### config.mk
export PLATFORM = sky130hd
export DESIGN_NAME = rob_commit_ctrl
export DESIGN_NICKNAME = d
export VERILOG_FILES = /design/src/rtl/rob_pkg.sv /design/src/rtl/rob_commit_timer.sv /design/src/rtl/rob_commit_ctrl.sv
export SDC_FILE = /design/constraint.sdc
export NUM_CORES = 1
export LEC_CHECK = 0
export ABC_CLOCK_PERIOD_IN_PS = 2000
export BUFFER_PORTS_ARGS = -buffer_cell sky130_fd_sc_hd__buf_2
export CAP_MARGIN = 5
export CORE_AREA = 2 2 127 129
export DETAILED_ROUTE_END_ITERATION = 16
export DIE_AREA = 0 0 129 131
export PLACE_DENSITY = 0.65
export SKIP_LAST_GASP = 1
export SYNTH_ARGS = -nofsm -noshare
export SYNTH_HDL_FRONTEND = slang
export SYNTH_SLANG_ARGS = --single-unit
### constraint.sdc
create_clock -name clk -period 2 [get_ports clk]
set_clock_uncertainty 0.15 [all_clocks]
set_input_delay 0.4 -clock clk [delete_from_list [all_inputs] [get_ports clk]]
set_output_delay 0.4 -clock clk [all_outputs]
set_load 0.01 [all_outputs]
### src/rtl/rob_pkg.sv
// Shared definitions for the reorder-buffer retire path: result-source
// encodings, the commit sequencer state type, the ROB entry field layout
// used by the ROB storage stage, and the latched memory-operation record.
package rob_pkg;

    // Result-source selector carried by each ROB entry
    localparam logic [1:0] RES_EX  = 2'b00;
    localparam logic [1:0] RES_MEM = 2'b01;
    localparam logic [1:0] RES_PC4 = 2'b10;

    // Commit sequencer states
    typedef enum logic [1:0] {
        IDLE  = 2'd0,
        MEM   = 2'd1,
        FLUSH = 2'd2
    } state_t;

    // ROB entry packing: {PC_plus4, control, mem_WD, EX_result, destReg}
    // control = {mispredict, resultSrc[1:0], memWrite, regWrite}
    localparam int ENT_DEST_LSB  = 0;
    localparam int ENT_DEST_W    = 5;
    localparam int ENT_EXRES_LSB = ENT_DEST_LSB + ENT_DEST_W;
    localparam int ENT_MEMWD_LSB = ENT_EXRES_LSB + 32;
    localparam int ENT_CTRL_LSB  = ENT_MEMWD_LSB + 32;
    localparam int ENT_CTRL_W    = 5;
    localparam int ENT_PC4_LSB   = ENT_CTRL_LSB + ENT_CTRL_W;
    localparam int ENT_W         = ENT_PC4_LSB + 32;

    // Memory operation captured when a load/store reaches the head
    typedef struct packed {
        logic [31:0] addr;
        logic [31:0] wdata;
        logic [4:0]  wa;
        logic        rw;
        logic        we;
    } mem_op_t;

    // A head entry needs the data-memory port if it stores or loads
    function automatic logic needs_mem(input logic mem_write, input logic [1:0] res_src);
        return mem_write || (res_src == RES_MEM);
    endfunction

endpackage

### src/rtl/rob_commit_timer.sv
// Loadable up/down counter shared by the commit sequencer: counts up the
// cycles spent waiting for a memory acknowledge, and counts down the
// remaining cycles of a pipeline flush.
module rob_commit_timer #(
    parameter int W = 4
) (
    input  logic         clk,
    input  logic         rstn,
    input  logic         load,
    input  logic [W-1:0] load_val,
    input  logic         inc,
    input  logic         dec,
    output logic [W-1:0] count
);

    // Counter register: load has priority over increment and decrement
    // NOTE: clocked state is assigned with <= so every register samples pre-edge values.
    always_ff @(posedge clk or negedge rstn) begin
        if (!rstn) begin
            count <= '0;
        end else if (load) begin
            count <= load_val;
        end else if (inc) begin
            count <= count + W'(1);
        end else if (dec) begin
            count <= count - W'(1);
        end
    end

endmodule

### src/rtl/rob_commit_ctrl.sv
// In-order retire sequencer at the head of the reorder buffer. Commits the
// head entry (register write, load/store through the single data-memory
// port, or PC+4 link), pops the buffer, and flushes/redirects on a
// mispredicted branch. Optional performance counters are built when
// ROB_COMMIT_PERF_EN is defined.
module rob_commit_ctrl
    import rob_pkg::*;
#(
    parameter int ADDR      = 7,
    parameter int MEM_TO    = 15,
    parameter int FLUSH_CYC = 2
) (
    input  logic            clk,
    input  logic            rstn,
    input  logic            head_valid,
    input  logic [ADDR-1:0] head_tag,
    input  logic            head_regWrite,
    input  logic            head_memWrite,
    input  logic [1:0]      head_resultSrc,
    input  logic [4:0]      head_r_WA,
    input  logic [31:0]     head_result,
    input  logic [31:0]     head_mem_WD,
    input  logic [31:0]     head_PC_plus4,
    input  logic            head_mispredict,
    input  logic [31:0]     head_target,
    input  logic            mem_ack,
    input  logic [31:0]     mem_rdata,
    output logic            pop,
    output logic [ADDR-1:0] ret_tag,
    output logic            rf_we,
    output logic [4:0]      rf_wa,
    output logic [31:0]     rf_wd,
    output logic            mem_req,
    output logic            mem_we,
    output logic [31:0]     mem_addr,
    output logic [31:0]     mem_wdata,
    output logic            flush,
    output logic            redirect,
    output logic [31:0]     redirect_pc,
    output logic            mem_err,
    output logic            busy
`ifdef ROB_COMMIT_PERF_EN
    ,
    output logic [31:0]     perf_retired,
    output logic [31:0]     perf_stall,
    output logic [15:0]     perf_flush
`endif
);

    localparam logic [3:0] TO_V    = 4'(MEM_TO);
    localparam logic [3:0] FLUSH_V = 4'(FLUSH_CYC);

    state_t          state, state_nx;
    mem_op_t         op_q;
    logic [ADDR-1:0] tag_q;
    logic            latch_en;
    logic            err_set;
    logic            wr_c;
    logic [3:0]      cnt;
    logic            tmr_load, tmr_inc, tmr_dec;
    logic [3:0]      tmr_val;

    rob_commit_timer #(.W(4)) u_timer (
        .clk      (clk),
        .rstn     (rstn),
        .load     (tmr_load),
        .load_val (tmr_val),
        .inc      (tmr_inc),
        .dec      (tmr_dec),
        .count    (cnt)
    );

    // State register
    always_ff @(posedge clk or negedge rstn) begin
        if (!rstn) state <= IDLE;
        else       state <= state_nx;
    end

    // Latched copy of the head load/store, plus the sticky timeout flag
    // NOTE: these datapath registers drive outputs directly, so they take reset to keep outputs 0 after reset.
    always_ff @(posedge clk or negedge rstn) begin
        if (!rstn) begin
            op_q    <= '0;
            tag_q   <= '0;
            mem_err <= 1'b0;
        end else begin
            if (latch_en) begin
                op_q  <= '{addr: head_result, wdata: head_mem_WD, wa: head_r_WA,
                           rw: head_regWrite, we: head_memWrite};
                tag_q <= head_tag;
            end
            if (err_set) mem_err <= 1'b1;
        end
    end

    // Next-state, commit decisions and all combinational outputs
    // NOTE: every signal gets a default first so no path leaves a latch behind.
    always_comb begin
        state_nx    = state;
        pop         = 1'b0;
        ret_tag     = '0;
        wr_c        = 1'b0;
        rf_wa       = 5'd0;
        rf_wd       = 32'd0;
        mem_req     = 1'b0;
        flush       = 1'b0;
        redirect    = 1'b0;
        redirect_pc = 32'd0;
        latch_en    = 1'b0;
        err_set     = 1'b0;
        tmr_load    = 1'b0;
        tmr_val     = 4'd0;
        tmr_inc     = 1'b0;
        tmr_dec     = 1'b0;

        unique case (state)
            IDLE: begin
                if (head_valid) begin
                    if (head_mispredict) begin
                        pop         = 1'b1;
                        ret_tag     = head_tag;
                        wr_c        = head_regWrite;
                        rf_wa       = head_r_WA;
                        rf_wd       = head_PC_plus4;
                        redirect    = 1'b1;
                        redirect_pc = head_target;
                        tmr_load    = 1'b1;
                        tmr_val     = FLUSH_V;
                        state_nx    = FLUSH;
                    end else if (needs_mem(head_memWrite, head_resultSrc)) begin
                        latch_en = 1'b1;
                        tmr_load = 1'b1;
                        tmr_val  = 4'd0;
                        state_nx = MEM;
                    end else begin
                        pop     = 1'b1;
                        ret_tag = head_tag;
                        wr_c    = head_regWrite;
                        rf_wa   = head_r_WA;
                        rf_wd   = (head_resultSrc == RES_PC4) ? head_PC_plus4 : head_result;
                    end
                end
            end

            MEM: begin
                if (cnt == TO_V) begin
                    // Timed out: retire the entry with no architectural effect
                    pop      = 1'b1;
                    ret_tag  = tag_q;
                    err_set  = 1'b1;
                    state_nx = IDLE;
                end else begin
                    mem_req = 1'b1;
                    // An ack in the first request cycle (cnt==0) is not accepted
                    if ((cnt != 4'd0) && mem_ack) begin
                        pop      = 1'b1;
                        ret_tag  = tag_q;
                        state_nx = IDLE;
                        if (!op_q.we) begin
                            wr_c  = op_q.rw;
                            rf_wa = op_q.wa;
                            rf_wd = mem_rdata;
                        end
                    end else begin
                        tmr_inc = 1'b1;
                    end
                end
            end

            FLUSH: begin
                flush = 1'b1;
                if (cnt <= 4'd1) state_nx = IDLE;
                else             tmr_dec  = 1'b1;
            end

            default: state_nx = IDLE;
        endcase

        rf_we  = wr_c && (rf_wa != 5'd0);
        mem_we = mem_req && op_q.we;
    end

    assign mem_addr  = op_q.addr;
    assign mem_wdata = op_q.wdata;
    assign busy      = (state != IDLE);

`ifdef ROB_COMMIT_PERF_EN
    // Free-running event counters, wrapping at their width
    always_ff @(posedge clk or negedge rstn) begin
        if (!rstn) begin
            perf_retired <= '0;
            perf_stall   <= '0;
            perf_flush   <= '0;
        end else begin
            if (pop) perf_retired <= perf_retired + 32'd1;
            if ((state == MEM) && !(pop && (cnt != TO_V))) perf_stall <= perf_stall + 32'd1;
            if ((state == IDLE) && (state_nx == FLUSH)) perf_flush <= perf_flush + 16'd1;
        end
    end
`endif

endmodule

==> metrics.cfg <==
[sta]
final-hold-violation-count=0
rsz0062_at_grt=true
period_needed_ps=2640
setup_slack_ps=-635
fin_crit_sh_pct=132
fin_tns_setup_ps=-37150
tightest_slew_ps=502
setup_viol=81
slew_violations=0
fmax_ghz=0.379
relSlewSlack_pct=66.4

[flow_run]
cap_violations=0

[clock_network]
path_clk_slew_ps=70
cts_sinks=85
cts_buffer_depth=2
cts_root_buf=clkbuf_16
cts_inserted_buffers=9
clk_latency_ps=340
cts_tree=done
cts_htree_levels=3

[floorplan]
fp.coreArea_sq_um=15600
fp.dieH_microns=131
start_util_pct=31.0
rows=46
die_x_microns=129
die_area_sq_um=16900
num_io_pins=329

[route]
vias=4579
ant_nets=0
drt-initial-drc-count=229
wl_per_cell_microns=17.7
drc=0
dr.pass1.iters=8
viasPerCell=4.73
postRouteWirelength_microns=17100

[finish]
final_nets=930
final_layout_size_suffix_gt1_share_pct=71.4
fillers=1456
areaGrowthSynthToFinish_pct=54.4
instances_no_fill=968

[power_and_ir_drop]
intPower_mw=6.18
pwr-share-comb_pct=50.4
netSwitchingFraction_pct=35.8
peakVddDrop_mv=0.658
seqPwrFrac_pct=31.6
p_sw_mw=3.45
power.total_mw=9.63
total_leakage_power_nw=4.10
clkPwrFrac_pct=18.0
power.density_nw_per_um2=1290

[placed_design]
portBuffers=328
finalWeightedCongestion=0.870
numPlacedInstances=925
post-dp-hpwl_microns=12600
pre_cts_slack_ps=-558

[worst_setup_path]
critPathKind=register to output port
worst-path-max-fanout=7
cpLargestDelayFamily=simple AND/OR/NAND/NOR gates
cp_slowest_cell=dfrtp_2
crit_required_ps=1450
crit_path_end_kind=output port
crit_path_start_kind=register
critical_path_buf_inv_count=2
max_stage_delay_ps=450
path_cells=ha_4 -> nand3_2 -> nor2b_4 -> nor3b_4 -> buf_6 -> a22oi_2 -> a32oi_2 -> buf_2
worstPathArrival_ps=2090

[yosys]
syn_inst=432
synth_area_leaders=dfrtp_1 44%, mux2_2 16%, buf_4 9.9%
syn_area_per_cell_sq_um=11.2
ys_seq_area_share_pct=44.0
yosysTopAreaCell=dfrtp_1
synth_common_cells=85 x dfrtp_1, 69 x mux2_2, 64 x buf_4
syn_nets=616
yosys.cell_types.count=38
ys_ff_latch=85
synth-edff-count=0
yosysWarnings=0
synth_ff_type=dfrtp_1
yosysMostFrequentCell=dfrtp_1
syn_area_sq_um=4830
synth_top_area_share_pct=44.0
async_reset_ff_share_pct=100

[global_routing]
grt_max_degree=41
grt_pass1_wl_microns=24100
antenna_found_initial=1
grt_usage_pct=19.0
grt_pass1_vias=4392
overflow=0

[hold_path]
hold_class=primary input to register

[run_status]
status=complete, but fails checks
violations=setup timing

-- final cells by class --
type	instances	area [sq um]	area share [%]
Antenna cell	1	2.50	0.0335
Tap cell	216	270	3.62
Inverter	39	146	1.96
Clock inverter	7	82.6	1.11
Sequential cell	85	2130	28.5
Multi-Input combinational cell	217	2160	28.9
Clock buffer	9	225	3.02
Timing Repair Buffer	394	2450	32.8
-- path summary, 6_finish.rpt --
kind / to / start / cells after the start / slack (ps)
setup / recovery: rf_we / u_timer.count[0] / 8 / -640
hold / removal: mem_wdata[0] / head_mem_WD[0] / 2 / 130
setup reg to reg: u_timer.count[3] / u_timer.count[0] / 9 / 110
hold reg to reg: mem_err / mem_err / 1 / 340
max in group asynchronous: u_timer.count[0] / rstn / 3 / 760
min in group asynchronous: mem_addr[31] / rstn / 2 / 380
-- kinds of logic (layout without fill, tap and decap cells) --
kind of cell	count (synthesis)	count (layout)	share of synthesized area (%)
AO/OA/AOI/OAI	64	64	11.4
XOR/XNOR	2	2	0.362
adder cells (fa/ha/maj)	3	3	0.776
buffers and inverters	131	449	16.3
flip-flops	85	85	44.0
multiplexers	78	78	18.8
other	0	1	0
AND/OR/NAND/NOR	69	70	8.44
-- repair_timing --
action,CTS,global route
buffers inserted,16,5
pin swaps,34,8
hold buffers,1,0
endpoints found under the setup margin,81,84
endpoints found under the hold margin,22,0
resized for setup,69,14
gates cloned,4,1
-- flip-flops by register name, indices dropped and copies added (netlist names) --
register,count
state,2
op_q,7
mem_addr,32
mem_err,1
mem_wdata,32
tag_q,7
u_timer.count,4
-- power groups by stage --
stage / clock (mW) / sequential (mW) / combinational [mW]
floorplan: 0 / 2.96 / 3.26
global placement: 0 / 3.01 / 4.14
detailed placement: 0 / 3.06 / 4.19
CTS: 1.80 / 3.04 / 4.72
global route: 1.87 / 3.14 / 5.25
finish: 1.73 / 3.04 / 4.86
-- layout by cell type, fill, tap and decap left out, types with 3 or more instances in the layout --
cell type | netlist | final
dfrtp_1 | 85 | 83
mux2_4 | 8 | 8
a222oi_1 | 32 | 32
buf_6 | 5 | 34
buf_4 | 64 | 48
mux2_2 | 69 | 69
o21ai_0 | 6 | 5
inv_2 | 0 | 4
and3_1 | 33 | 14
nor2_1 | 7 | 4
nor2_4 | 0 | 3
nand2_1 | 11 | 9
a22o_1 | 11 | 11
buf_2 | 13 | 302
a21oi_1 | 5 | 3
buf_12 | 0 | 7
inv_1 | 39 | 35
clkbuf_16 | 0 | 9
and3_4 | 0 | 19
-- per-layer routing --
metal  wire (microns)  up-vias  global-route usage [%]  part of all wire (%)
met5                0        -                       0                     0
met4              314        0                    6.65                   1.8
met3             1430       18                    4.72                   8.3
met2             8830      250                    34.1                    52
met1             6560     2182                    22.2                    38
li1                 -     2129                       -                     -
-- worst register-to-register path: cells and delay by family, from the launching register on --
| family | cells | cell delay [ps] |
|---|---|---|
| flops | 1 | 450 |
| buf+inv | 3 | 330 |
| fa+ha+maj | 1 | 180 |
| simple gates | 3 | 320 |
| mux | 1 | 190 |
| compound gates | 1 | 190 |
-- per-stage QoR --
| stage | hold WS (ps) | utilization (%) | cell area, sq um |
|---|---|---|---|
| floorplan | -45.6 | - | 4890 |
| detailed placement | 188 | 42.0 | 6550 |
| global placement | 180 | 42.0 | 6550 |
| global route | 120 | 47.8 | 7460 |
| finish | 133 | 47.9 | 7460 |
| CTS | 116 | 47.2 | 7370 |
Note: power is estimated with default switching activity, not from simulation.
